===== src/rtl/fetch_unit.sv =====
`default_nettype none
// +--------------------------------------------------------------------------+
// | Module   : fetch_unit                                                    |
// | Purpose  : Instruction fetch front end. Owns the fetch PC, issues        |
// |            in-order 32-bit reads to instruction memory, queues returned  |
// |            words with their PCs, and hands them to decode over           |
// |            valid/ready. A redirect flushes the queue, drops responses    |
// |            still in flight, and restarts at the new address.             |
// | Revision : 1.0  initial release                                          |
// +--------------------------------------------------------------------------+
// | Parameters                                                               |
// |   RESET_PC       first fetch address after reset                         |
// |   FIFO_DEPTH     queue entries; also caps queued+in-flight+discard (>=2)  |
// | Ports                                                                    |
// |   clk_i, rst_ni            clock (rising edge), async active-low reset    |
// |   imem_req_o/addr_o        read request and its byte address             |
// |   imem_gnt_i               request accepted this cycle                   |
// |   imem_rvalid_i/rdata_i    in-order read response                        |
// |   instr_valid_o/ready_i    handshake towards decode                      |
// |   instr_o/instr_pc_o       head instruction word and its PC              |
// |   redirect_i/redirect_pc_i flush and restart                             |
// | Configuration macro                                                      |
// |   FETCH_BYPASS_EN  when defined, a response arriving while the queue is  |
// |                    empty and decode is ready is forwarded in the same    |
// |                    cycle instead of being queued.                        |
// +--------------------------------------------------------------------------+
module fetch_unit #(
   parameter logic [63:0] RESET_PC   = 64'h0000_0000_8000_0000,
   parameter int unsigned FIFO_DEPTH = 4
) (
   input  logic        clk_i,
   input  logic        rst_ni,
   output logic        imem_req_o,
   output logic [63:0] imem_addr_o,
   input  logic        imem_gnt_i,
   input  logic        imem_rvalid_i,
   input  logic [31:0] imem_rdata_i,
   output logic        instr_valid_o,
   input  logic        instr_ready_i,
   output logic [31:0] instr_o,
   output logic [63:0] instr_pc_o,
   input  logic        redirect_i,
   input  logic [63:0] redirect_pc_i
);

   localparam int unsigned CW = $clog2(FIFO_DEPTH + 1);
   localparam int unsigned PW = (FIFO_DEPTH > 1) ? $clog2(FIFO_DEPTH) : 1;
   localparam int unsigned SW = CW + 2;
   localparam logic [PW-1:0] LAST_IDX = PW'(FIFO_DEPTH - 1);
   localparam logic [SW-1:0] DEPTH_S  = SW'(FIFO_DEPTH);
   localparam logic [CW-1:0] DEPTH_C  = CW'(FIFO_DEPTH);

   logic [63:0]   fetch_pc_q, fetch_pc_d;
   logic [63:0]   resp_pc_q, resp_pc_d;
   logic [CW-1:0] count_q, count_d;
   logic [CW-1:0] inflight_q, inflight_d;
   logic [CW-1:0] discard_q, discard_d;
   logic [PW-1:0] rd_ptr_q, rd_ptr_d;
   logic [PW-1:0] wr_ptr_q, wr_ptr_d;
   logic [31:0]   mem_instr_q [FIFO_DEPTH];
   logic [63:0]   mem_pc_q    [FIFO_DEPTH];

   logic [63:0]   redirect_aligned;
   logic [SW-1:0] credit_used;
   logic          empty;
   logic          fire;
   logic          resp_keep;
   logic          bypass;
   logic          push;
   logic          pop;

   function automatic logic [PW-1:0] ptr_inc(input logic [PW-1:0] p);
      return (p == LAST_IDX) ? '0 : p + 1'b1;
   endfunction

   assign redirect_aligned = redirect_pc_i & ~64'h3;

   // Queued words, words in flight and words owed to discard all hold a
   // queue slot, so a response can always be pushed.
   assign credit_used = SW'(count_q) + SW'(inflight_q) + SW'(discard_q);
   assign empty       = (count_q == '0);

   always_comb begin
      imem_req_o  = rst_ni && !redirect_i && (credit_used < DEPTH_S);
      imem_addr_o = fetch_pc_q;
      fire        = imem_req_o && imem_gnt_i;
      // Responses owed to an earlier redirect are consumed first.
      resp_keep   = imem_rvalid_i && !redirect_i && (discard_q == '0);
`ifdef FETCH_BYPASS_EN
      bypass      = resp_keep && empty && instr_ready_i;
`else
      bypass      = 1'b0;
`endif
      push        = resp_keep && !bypass;
      pop         = !empty && instr_ready_i && !redirect_i;

      instr_valid_o = !empty || bypass;
      instr_o       = '0;
      instr_pc_o    = '0;
      if (bypass) begin
         instr_o    = imem_rdata_i;
         instr_pc_o = resp_pc_q;
      end else if (!empty) begin
         instr_o    = mem_instr_q[rd_ptr_q];
         instr_pc_o = mem_pc_q[rd_ptr_q];
      end
   end

   always_comb begin
      fetch_pc_d = fetch_pc_q;
      resp_pc_d  = resp_pc_q;
      count_d    = count_q;
      inflight_d = inflight_q;
      discard_d  = discard_q;
      rd_ptr_d   = rd_ptr_q;
      wr_ptr_d   = wr_ptr_q;
      if (redirect_i) begin
         fetch_pc_d = redirect_aligned;
         resp_pc_d  = redirect_aligned;
         count_d    = '0;
         rd_ptr_d   = '0;
         wr_ptr_d   = '0;
         inflight_d = '0;
         // Everything still owed by memory becomes discard; a response
         // landing in this very cycle settles one of those debts.
         discard_d  = discard_q + inflight_q - CW'(imem_rvalid_i);
      end else begin
         if (fire) begin
            fetch_pc_d = fetch_pc_q + 64'd4;
         end
         if (imem_rvalid_i && (discard_q != '0)) begin
            discard_d = discard_q - 1'b1;
         end
         inflight_d = inflight_q + CW'(fire) - CW'(resp_keep);
         if (resp_keep) begin
            resp_pc_d = resp_pc_q + 64'd4;
         end
         if (push) begin
            wr_ptr_d = ptr_inc(wr_ptr_q);
         end
         if (pop) begin
            rd_ptr_d = ptr_inc(rd_ptr_q);
         end
         count_d = count_q + CW'(push) - CW'(pop);
      end
   end

   always_ff @(posedge clk_i or negedge rst_ni) begin
      if (!rst_ni) begin
         fetch_pc_q <= RESET_PC;
         resp_pc_q  <= RESET_PC;
         count_q    <= '0;
         inflight_q <= '0;
         discard_q  <= '0;
         rd_ptr_q   <= '0;
         wr_ptr_q   <= '0;
      end else begin
         fetch_pc_q <= fetch_pc_d;
         resp_pc_q  <= resp_pc_d;
         count_q    <= count_d;
         inflight_q <= inflight_d;
         discard_q  <= discard_d;
         rd_ptr_q   <= rd_ptr_d;
         wr_ptr_q   <= wr_ptr_d;
      end
   end

   always_ff @(posedge clk_i or negedge rst_ni) begin
      if (!rst_ni) begin
         for (int i = 0; i < FIFO_DEPTH; i++) begin
            mem_instr_q[i] <= '0;
            mem_pc_q[i]    <= '0;
         end
      end else if (push) begin
         mem_instr_q[wr_ptr_q] <= imem_rdata_i;
         mem_pc_q[wr_ptr_q]    <= resp_pc_q;
      end
   end

   a_no_orphan_rvalid : assert property (@(posedge clk_i) disable iff (!rst_ni)
      imem_rvalid_i |-> ((inflight_q != '0) || (discard_q != '0)));

   a_no_overflow : assert property (@(posedge clk_i) disable iff (!rst_ni)
      (push && !pop) |-> (count_q != DEPTH_C));

endmodule
`default_nettype wire

===== config.mk =====
export PLATFORM = sky130hd
export DESIGN_NAME = fetch_unit
export DESIGN_NICKNAME = d
export VERILOG_FILES = /design/src/rtl/fetch_unit.sv
export SDC_FILE = /design/constraint.sdc
export NUM_CORES = 1
export LEC_CHECK = 0
export CORE_ASPECT_RATIO = 2
export CORE_MARGIN = 8
export CORE_UTILIZATION = 40
export CTS_CLUSTER_DIAMETER = 200
export CTS_CLUSTER_SIZE = 40
export DETAILED_ROUTE_END_ITERATION = 10
export PLACE_DENSITY_LB_ADDON = 0.2
export REMOVE_ABC_BUFFERS = 1
export SYNTH_ARGS = -nofsm -noshare
export SYNTH_HDL_FRONTEND = slang
export SYNTH_SLANG_ARGS = --single-unit

===== constraint.sdc =====
create_clock -name clk_i -period 4.25 [get_ports clk_i]
set_input_delay 0.6375 -clock clk_i [delete_from_list [all_inputs] [get_ports clk_i]]
set_output_delay 0.6375 -clock clk_i [all_outputs]
set_load 0.02 [all_outputs]

======== Yosys cells after proc, flatten, opt, wreduce, memory -nomap -nowiden ========
Index checks and enable logic that the tools add are counted.
word-level totals
  bits in registers ....................... 525
  input port bits ......................... 102
  output and inout port bits .............. 162
  word-level logic and storage cells ...... 82
operators by class
  add/subtract/negate cells ............... 13
  magnitude comparators ................... 4
  equality and inequality tests ........... 2
  muxes and demuxes ....................... 28
  bitwise logic cells ..................... 2
  reductions and logical operators ........ 18
operators with widths
  cell                     number
  $mux W64                 8
  $bwmux W256              1
  $add A64 B3 Y64 const B  2
  $bmux W64 S2             1
  $bwmux W128              1
  $demux W64 S2            1
  $mux W32                 4
  $bmux W32 S2             1
  $demux W32 S2            1
  $mux W2                  6
  $mux W3                  4
  $logic_and A1 B1 Y1      9
  $sub A3 B1 Y3            3
  $reduce_bool A2 Y1       4
  $add A3 B1 Y3            2
  $ge A3 B3 Y1 const B     2
  $logic_not A3 Y1         2
  $not A2 Y3               2
  $add A4 B3 Y5            1
  $lt A5 B3 Y1 const B     1
  $add A2 B1 Y2 const B    2
  $add A3 B3 Y4            1
  $eq A2 B2 Y1 const B     2
  $add A3 B3 Y3            1
  other kinds (4)          5

======== Logic depth before layout (Yosys ltp) ========
Gate-level depths: netlist of run 1.
  depth in word-level cells ............... 8
  mapped depth ............................ 15
  mapped depth without buffers ............ 14

======== Worst setup path before layout of run 1 ========
Ideal clock, no wire load.
  kind .................................... reg2reg
  from .................................... reg count_q[2]
  to ...................................... reg inflight_q[2]
  setup time .............................. 132 ps
  arrival time ............................ 3443 ps
  data required time ...................... 4118 ps
  slack ................................... 675 ps
  cell stages (with the launch flop) ...... 16
  path buffers ............................ 1
  clock period less this slack ............ 3575 ps
  path through ............................ dfrtp_1 -> inv_1 -> fa_1 -> inv_1 -> ha_1 -> or3b_2 -> o221a_2 -> inv_2 -> buf_1 -> ha_1 -> inv_1 -> ha_1 -> inv_1 -> fa_1 -> xnor2_1 -> nor2_1
on the way
  cells in the longest elaborated chain, start to end .. 8
ends and longest elaborated chain
  what                    line  source
  start, declared         55    logic [CW-1:0] count_q, count_d;
  start signal, assigned  160   count_q <= count_d;
  $add A3 B3 Y4           80    assign credit_used = SW'(count_q) + SW'(inflight_q) + SW'(discard_q);
  $add A4 B3 Y5           80
  $lt A5 B3 Y1            84    imem_req_o = rst_ni && !redirect_i && (credit_used < DEPTH_S);
  $logic_and A1 B1 Y1     84
  $logic_and A1 B1 Y1     86    fire = imem_req_o && imem_gnt_i;
  $add A3 B1 Y3           134   inflight_d = inflight_q + CW'(fire) - CW'(resp_keep);
  $sub A3 B1 Y3           134
  $mux W3                 117   if (redirect_i) begin
  net inflight_d[2]       56    logic [CW-1:0] inflight_q, inflight_d;
  end signal, assigned    161   inflight_q <= inflight_d;
  end, declared           56
The timed path passes the listed nets, and every way through them passes these cells.
A chain may end at the register's enable or synchronous reset.

======== Worst setup path after layout of run 1 ========
  from .................................... reg inflight_q[1]
  to ...................................... out imem_req_o
on the way
  cells in the longest elaborated chain, start to end .. 4
ends and longest elaborated chain
  what                 line  source
  $add A3 B3 Y4        80
  $add A4 B3 Y5        80
  $lt A5 B3 Y1         84
  $logic_and A1 B1 Y1  84
  end, declared        33    output logic imem_req_o,
Every way passes these cells.

==> flow_summary.toml, run 1 <==
[sta]
fmax_mhz = 270
max_slew_margin_pct = 29.6
finalHoldViolations = 0
finalSetupViolCount = 0
worst_slack_ps = 542
tns_ps = 0
post-route-min-period_ps = 3710
rsz0062_at_grt = "no"
fin_crit_sh_pct = 87.2
fin_skew_ps = 33.4
tightest_slew_ps = 1050
slew_viol_final = 0

[clock_tree]
cts_tree = "done"
h-tree-depth = 1
clk_pin_slew_ps = 160
clk_latency_ps = 590
cts_root_buf = "clkbuf_16"
cts.path.max_buffers = 3
cts.sinks = 513
numCtsBuffers = 16

[power_and_ir_drop]
powerDensity_nw_per_um2 = 484
p_leak_nw = 12.6
power_mw = 14.1
ir_drop_uv = 274

[grt]
grt_usage_pct = 19.1
grt_pass1_wl_um = 106000
overflow = 0
grt_max_degree = 153
grt_pass1_vias = 17261
grt_antenna_before_repair = 3

[run]
cap_viol_max_count = 0

[floorplan]
die_w_um = 193
die_y_um = 370
rows = 130
core_um2 = 62500
start_util_pct = 40.2
die-area_um2 = 71500
top_level_ports = 264

[place]
place_inst = 2935
post-place-ws_ps = 752
post-dp-hpwl_um = 45800
place.gp.congestion = 0.841
port_buffers = 257
dpl_cell_area_um2 = 28600

[yosys]
netlist_instances = 1982
seq_area_frac_synth_pct = 51.2
synth.cell_area_um2 = 25100
synth_cell_types = 67
synth_flop_cell = "dfrtp_1"
ys_ff_latch = 513
async_flop_share_pct = 100
synth_warnings = 0
avgSynthCellArea_um2 = 12.7
synth_edf_count = 0

[routing]
wl_met3_um = 4900
final_antenna_net_count = 0
remaining_drc_errors = 0
dr.max_layer_used = "met5"
dr_wl_met2_um = 29400
drt_iter0_drc = 1091
vias = 16506
wl_per_cell_um = 23.0
viasPerCell = 5.57
met1_length_um = 32700
postRouteWirelength_um = 68100
dr.pass1.iters = 5

[cells_and_area]
layout.nets = 2288
multiInputGateArea_um2 = 11600
fin_cells = 2963
register_area_um2 = 12800
drive_above_1_share_pct = 26.1
area_growth_pct = 15.8
fillers = 5798
finalInstanceArea_um2 = 29000

[worst_setup_path]
end_kind = "output port"
cp_max_fo = 3
crit_required_ps = 3610
cp-start-kind = "flop"
crit_type = "flop to output port"
arrival_ps = 3070

[status]
status = "finished clean"

[hold_path]
hold_path_class = "primary input to flop"
==> power by group <==
group	switching, mW	internal, mW
Combinational	2.51	2.77
Sequential	0.680	5.83
Clock	1.51	0.757
==> logic make-up after synthesis <==
kind of cell / share of synthesized area (%)
buffers and inverters: 2.86
multiplexers: 25.3
XOR/XNOR: 3.35
AO/OA/AOI/OAI: 4.24
flip-flops: 51.2
AND/OR/NAND/NOR: 11.7
adder cells (fa/ha/maj): 1.38
other: 0.0150
==> critical path, cell delays in order, from the launching register on <==
cell,delay (ps)
dfrtp_1,450
inv_1,100
fa_1,530
nor2_1,60
fa_1,380
nor2b_1,160
o22ai_1,110
nor4b_1,360
dlymetal6s2s_1,330
==> final timing paths <==
kind,start,end,slack [ps],depth (start not counted)
hold reg to reg,mem_pc_q[29]$_DFFE_PN0P_,mem_pc_q[29]$_DFFE_PN0P_,490,2
setup reg to reg,inflight_q[1]$_DFF_PN0_,inflight_q[2]$_DFF_PN0_,710,14
max in group asynchronous,rst_ni,rd_ptr_q[1]$_DFFE_PN0P_,1810,4
hold / removal,redirect_i,resp_pc_q[46]$_DFFE_PN0N_,320,2
min in group asynchronous,rst_ni,mem_instr_q[123]$_DFFE_PN0P_,450,2
setup / recovery,inflight_q[1]$_DFF_PN0_,imem_req_o,540,8
==> per-layer routing <==
| layer | GRT usage (%) | vias to the layer above |
|---|---|---|
| met3 | 4.05 | 57 |
| li1 | - | 7448 |
| met2 | 28.3 | 434 |
| met1 | 28.5 | 8565 |
| met4 | 3.82 | 2 |
| met5 | 0 | - |
==> layout make-up <==
cell class                      instances  area share, %
Timing Repair Buffer                  295           10.4
Sequential cell                       513           44.3
Inverter                               35          0.457
Antenna cell                            3         0.0259
Multi-Input combinational cell       1301           39.9
Clock buffer                           23           1.54
Clock inverter                          1         0.0302
Tap cell                              792           3.41
==> stage by stage <==
stage	util (%)	hold slack (ps)
CTS	46.5	300
finish	46.5	318
floorplan	-	342
global route	46.5	320
global placement	45.7	457
detailed placement	45.7	460
==> registers in the layout, summed over array words and instances (netlist names) <==
| register | cells |
|---|---|
| rd_ptr_q | 2 |
| inflight_q | 3 |
| mem_instr_q | 128 |
| discard_q | 3 |
| imem_addr_o | 62 |
| mem_pc_q | 248 |
| count_q | 3 |
| resp_pc_q | 62 |
| wr_ptr_q | 2 |
==> cells in the final DEF, fill, tap and decap left out, types with 7 or more instances in the layout <==
cell and instances:
and2_1 103, inv_1 33, nor2_1 61, clkbuf_16 17, and4_1 9, o311ai_0 9
o21ai_0 74, xnor2_1 56, a21oi_1 28, and3_1 17, ha_1 18, nand2_1 133
buf_12 13, clkdlybuf4s50_1 254, dfrtp_1 509, o211ai_1 15, a21boi_0 7, xor2_1 40
or3_1 8, nor4_1 13, nor3_1 26, a31oi_1 10, mux4_2 94, nand3_1 69
mux2_2 372, buf_4 25, nand2b_1 8, nand4_1 39
==> cells in the mapped netlist (all sizes together) (8+ instances only) <==
cell type  number  area share, %
a21boi         11           0.33
a21oi          28           0.56
a31oi          10           0.25
and2          103            2.6
and3           17           0.42
and4            9           0.31
buf            60            1.2
clkbuf         76            1.1
dfrtp         511             51
ha             18           0.90
inv            35           0.52
mux2          372             17
mux4           94            8.4
nand2         137            2.1
nand2b          8           0.20
nand3          72            1.5
nand4          46            1.4
nor2           62           0.96
nor3           31           0.74
nor4           21           0.79
o211ai         15           0.45
o21ai          80            1.6
o311ai         13           0.45
or3             9           0.22
xnor2          56            2.0
xor2           40            1.4
==> what timing repair did <==
action                                 in CTS  in global routing
buffers inserted                            0                  0
gates resized for setup                     0                  1
endpoints found under the hold margin       4                  0
setup endpoints to repair                   0                  1
hold buffers                                1                  0
Power figures use the tool's default switching activity.
==> run 2, diff against run 1 <==
--- a/config.mk
+++ b/config.mk
@@ -7,7 +7,7 @@
 export LEC_CHECK = 0
 export CORE_ASPECT_RATIO = 2
 export CORE_MARGIN = 8
-export CORE_UTILIZATION = 40
+export CORE_UTILIZATION = 30
 export CTS_CLUSTER_DIAMETER = 200
 export CTS_CLUSTER_SIZE = 40
 export DETAILED_ROUTE_END_ITERATION = 10
==> run 2 against run 1 <==
  * Setup slack got worse by 47 ps
  * First-iteration DRC count grew 12%
  * Routed wire length rose by 6.9%
  * Count of clock-buffer cells in the layout down 2
  * Global-route usage decreased by 3.6 points
  * Via count up 0.72%
  * Sequential power up 0.8%
  * Critical path type unchanged
  * Critical endpoint is now instr_pc_o[7]
==> flow_summary.toml, run 2 (synthesized netlist as in run 1, its figures left out) <==
[place]
place.gp.congestion = 0.825
place_inst = 3216
dpl_cell_area_um2 = 29000
post-dp-hpwl_um = 50200
port_buffers = 257

[power_and_ir_drop]
powerDensity_nw_per_um2 = 482
ir_drop_uv = 274
p_leak_nw = 12.6

[cells_and_area]
drive_above_1_share_pct = 26.4
mostFrequentLayoutCells = "509 x dfrtp_1, 372 x mux2_2, 254 x clkdlybuf4s50_1"
fillers = 8253
fin_cells = 3240
largest-register = "mem_pc_q"
finalInstanceArea_um2 = 29500
utilization_pct = 35.4
layout.nets = 2297
layout_commonest_cell = "dfrtp_1"
largest_reg_flops = 248
area_growth_pct = 17.5
reg_top3 = "mem_pc_q x248, mem_instr_q x128"

[sta]
fin_skew_ps = 35.2
fmax_mhz = 266
finalHoldViolations = 0
max_slew_margin_pct = 32.3
rsz0062_at_grt = "no"
tns_ps = 0
post-route-min-period_ps = 3750
slew_viol_final = 0
fin_crit_sh_pct = 88.3
finalSetupViolCount = 0
tightest_slew_ps = 1020

[routing]
wl_per_cell_um = 22.5
remaining_drc_errors = 0
viasPerCell = 5.13
vias = 16625
drt_iter0_drc = 1218
postRouteWirelength_um = 72800
dr.pass1.iters = 5
final_antenna_net_count = 0

[floorplan]
die_w_um = 220
start_util_pct = 30.2
top_level_ports = 264
core_um2 = 83100
rows = 150
die-area_um2 = 93700
die_y_um = 425

[worst_setup_path]
cp-start-kind = "flop"
crit_required_ps = 3610
cpPeakStageDelay_ps = 920
r2r_cells = 11
cp_max_fo = 37
cpMaxStageDelayCell = "dfrtp_4"
r2r_start = "inflight_q[1]$_DFF_PN0_"
end_kind = "output port"
rr_endpoint = "imem_addr_o[36]$_DFFE_PN0N_"
cp_cell_sequence = "buf_4 -> mux4_2 -> and2_1 -> clkdlybuf4s50_1"
r2r_setup_slack_ps = 630
crit_type = "flop to output port"
arrival_ps = 3120

[grt]
grt_pass1_vias = 17279
grt_pass1_wl_um = 112000
overflow = 0
grt_max_degree = 165
grt_antenna_before_repair = 5
grt_usage_pct = 15.5

[clock_tree]
cts.sinks = 513
cts.path.max_buffers = 3
numCtsBuffers = 16
clk_latency_ps = 590
cts_root_buf = "clkbuf_16"
clk_pin_slew_ps = 170
cts_tree = "done"
h-tree-depth = 1

[run]
cap_viol_max_count = 0

[hold_path]
hold_start = "redirect_i"
hold_path_depth = 2
whs_endpoint = "inflight_q[2]$_DFF_PN0_"
hold_path_class = "primary input to flop"

[status]
status = "finished clean"
==> run 2: cell count changes in the layout (fill, tap and decap cells not counted) <==
cell / before / now
diode_2: 3 / 1
buf_4: 25 / 32
nor4b_1: 1 / 0
buf_12: 13 / 15
clkbuf_1: 6 / 4
nor4b_2: 0 / 1
==> run 2: metrics by stage <==
| stage | setup slack (ps) | power [mW] | hold WS [ps] |
|---|---|---|---|
| 2_1_floorplan | -988 | 9.76 | 342 |
| 3_3_place_gp | 561 | 12.0 | 457 |
| 3_5_place_dp | 600 | 12.1 | 468 |
| 4_1_cts | 104 | 14.5 | 465 |
| 5_1_grt | 361 | 15.1 | 487 |
| 6_report | 496 | 14.2 | 485 |
==> run 2: worst max-delay path by stage <==
stage                                  from       endpoint
floorplan           rd_ptr_q[0]$_DFFE_PN0P_     instr_o[0]
global placement       count_q[2]$_DFF_PN0_     imem_req_o
detailed placement     count_q[2]$_DFF_PN0_     imem_req_o
CTS                    count_q[2]$_DFF_PN0_     imem_req_o
global route           count_q[0]$_DFF_PN0_     imem_req_o
finish              rd_ptr_q[1]$_DFFE_PN0P_  instr_pc_o[7]
==> run 2: critical path, delay by kind of cell, from the launching register on <==
kind | cells | cell delay (ps)
muxes | 1 | 360
buffers and inverters | 2 | 980
DFF | 1 | 920
and+or+nand+nor | 1 | 200
==> run 2: repair_timing <==
action / 4_1_cts / 5_1_grt
hold buffers: 1 / 0
gates cloned: 0 / 0
gates resized for setup: 1 / 1
setup endpoints to repair: 1 / 1
buffers inserted: 0 / 0
endpoints found under the hold margin: 36 / 0
==> run 2: cell type report <==
type                       instances  area [um^2]  share of cell area, %
clock buffer                      21          440                   1.50
tap                             1064         1330                   4.52
sequential                       513        12800                   43.6
clock inverter                     1         8.76                 0.0297
inverter                          35          133                  0.450
timing repair buffer             304         3120                   10.6
multi-input combinational       1301        11600                   39.3
antenna                            1         2.50                0.00849
==> run 2: layer usage <==
| layer | up-vias | part of all wire, % | global-route usage [%] |
|---|---|---|---|
| li1 | 7467 | - | - |
| met1 | 8647 | 50 | 24.3 |
| met2 | 469 | 42 | 22.1 |
| met3 | 40 | 6.8 | 2.87 |
| met4 | 2 | 1.2 | 2.32 |
| met5 | - | 0.018 | 0 |
==> run 2: power by group <==
group	internal (mW)	switching (mW)
Sequential	5.82	0.737
Clock	0.749	1.55
Combinational	2.80	2.55
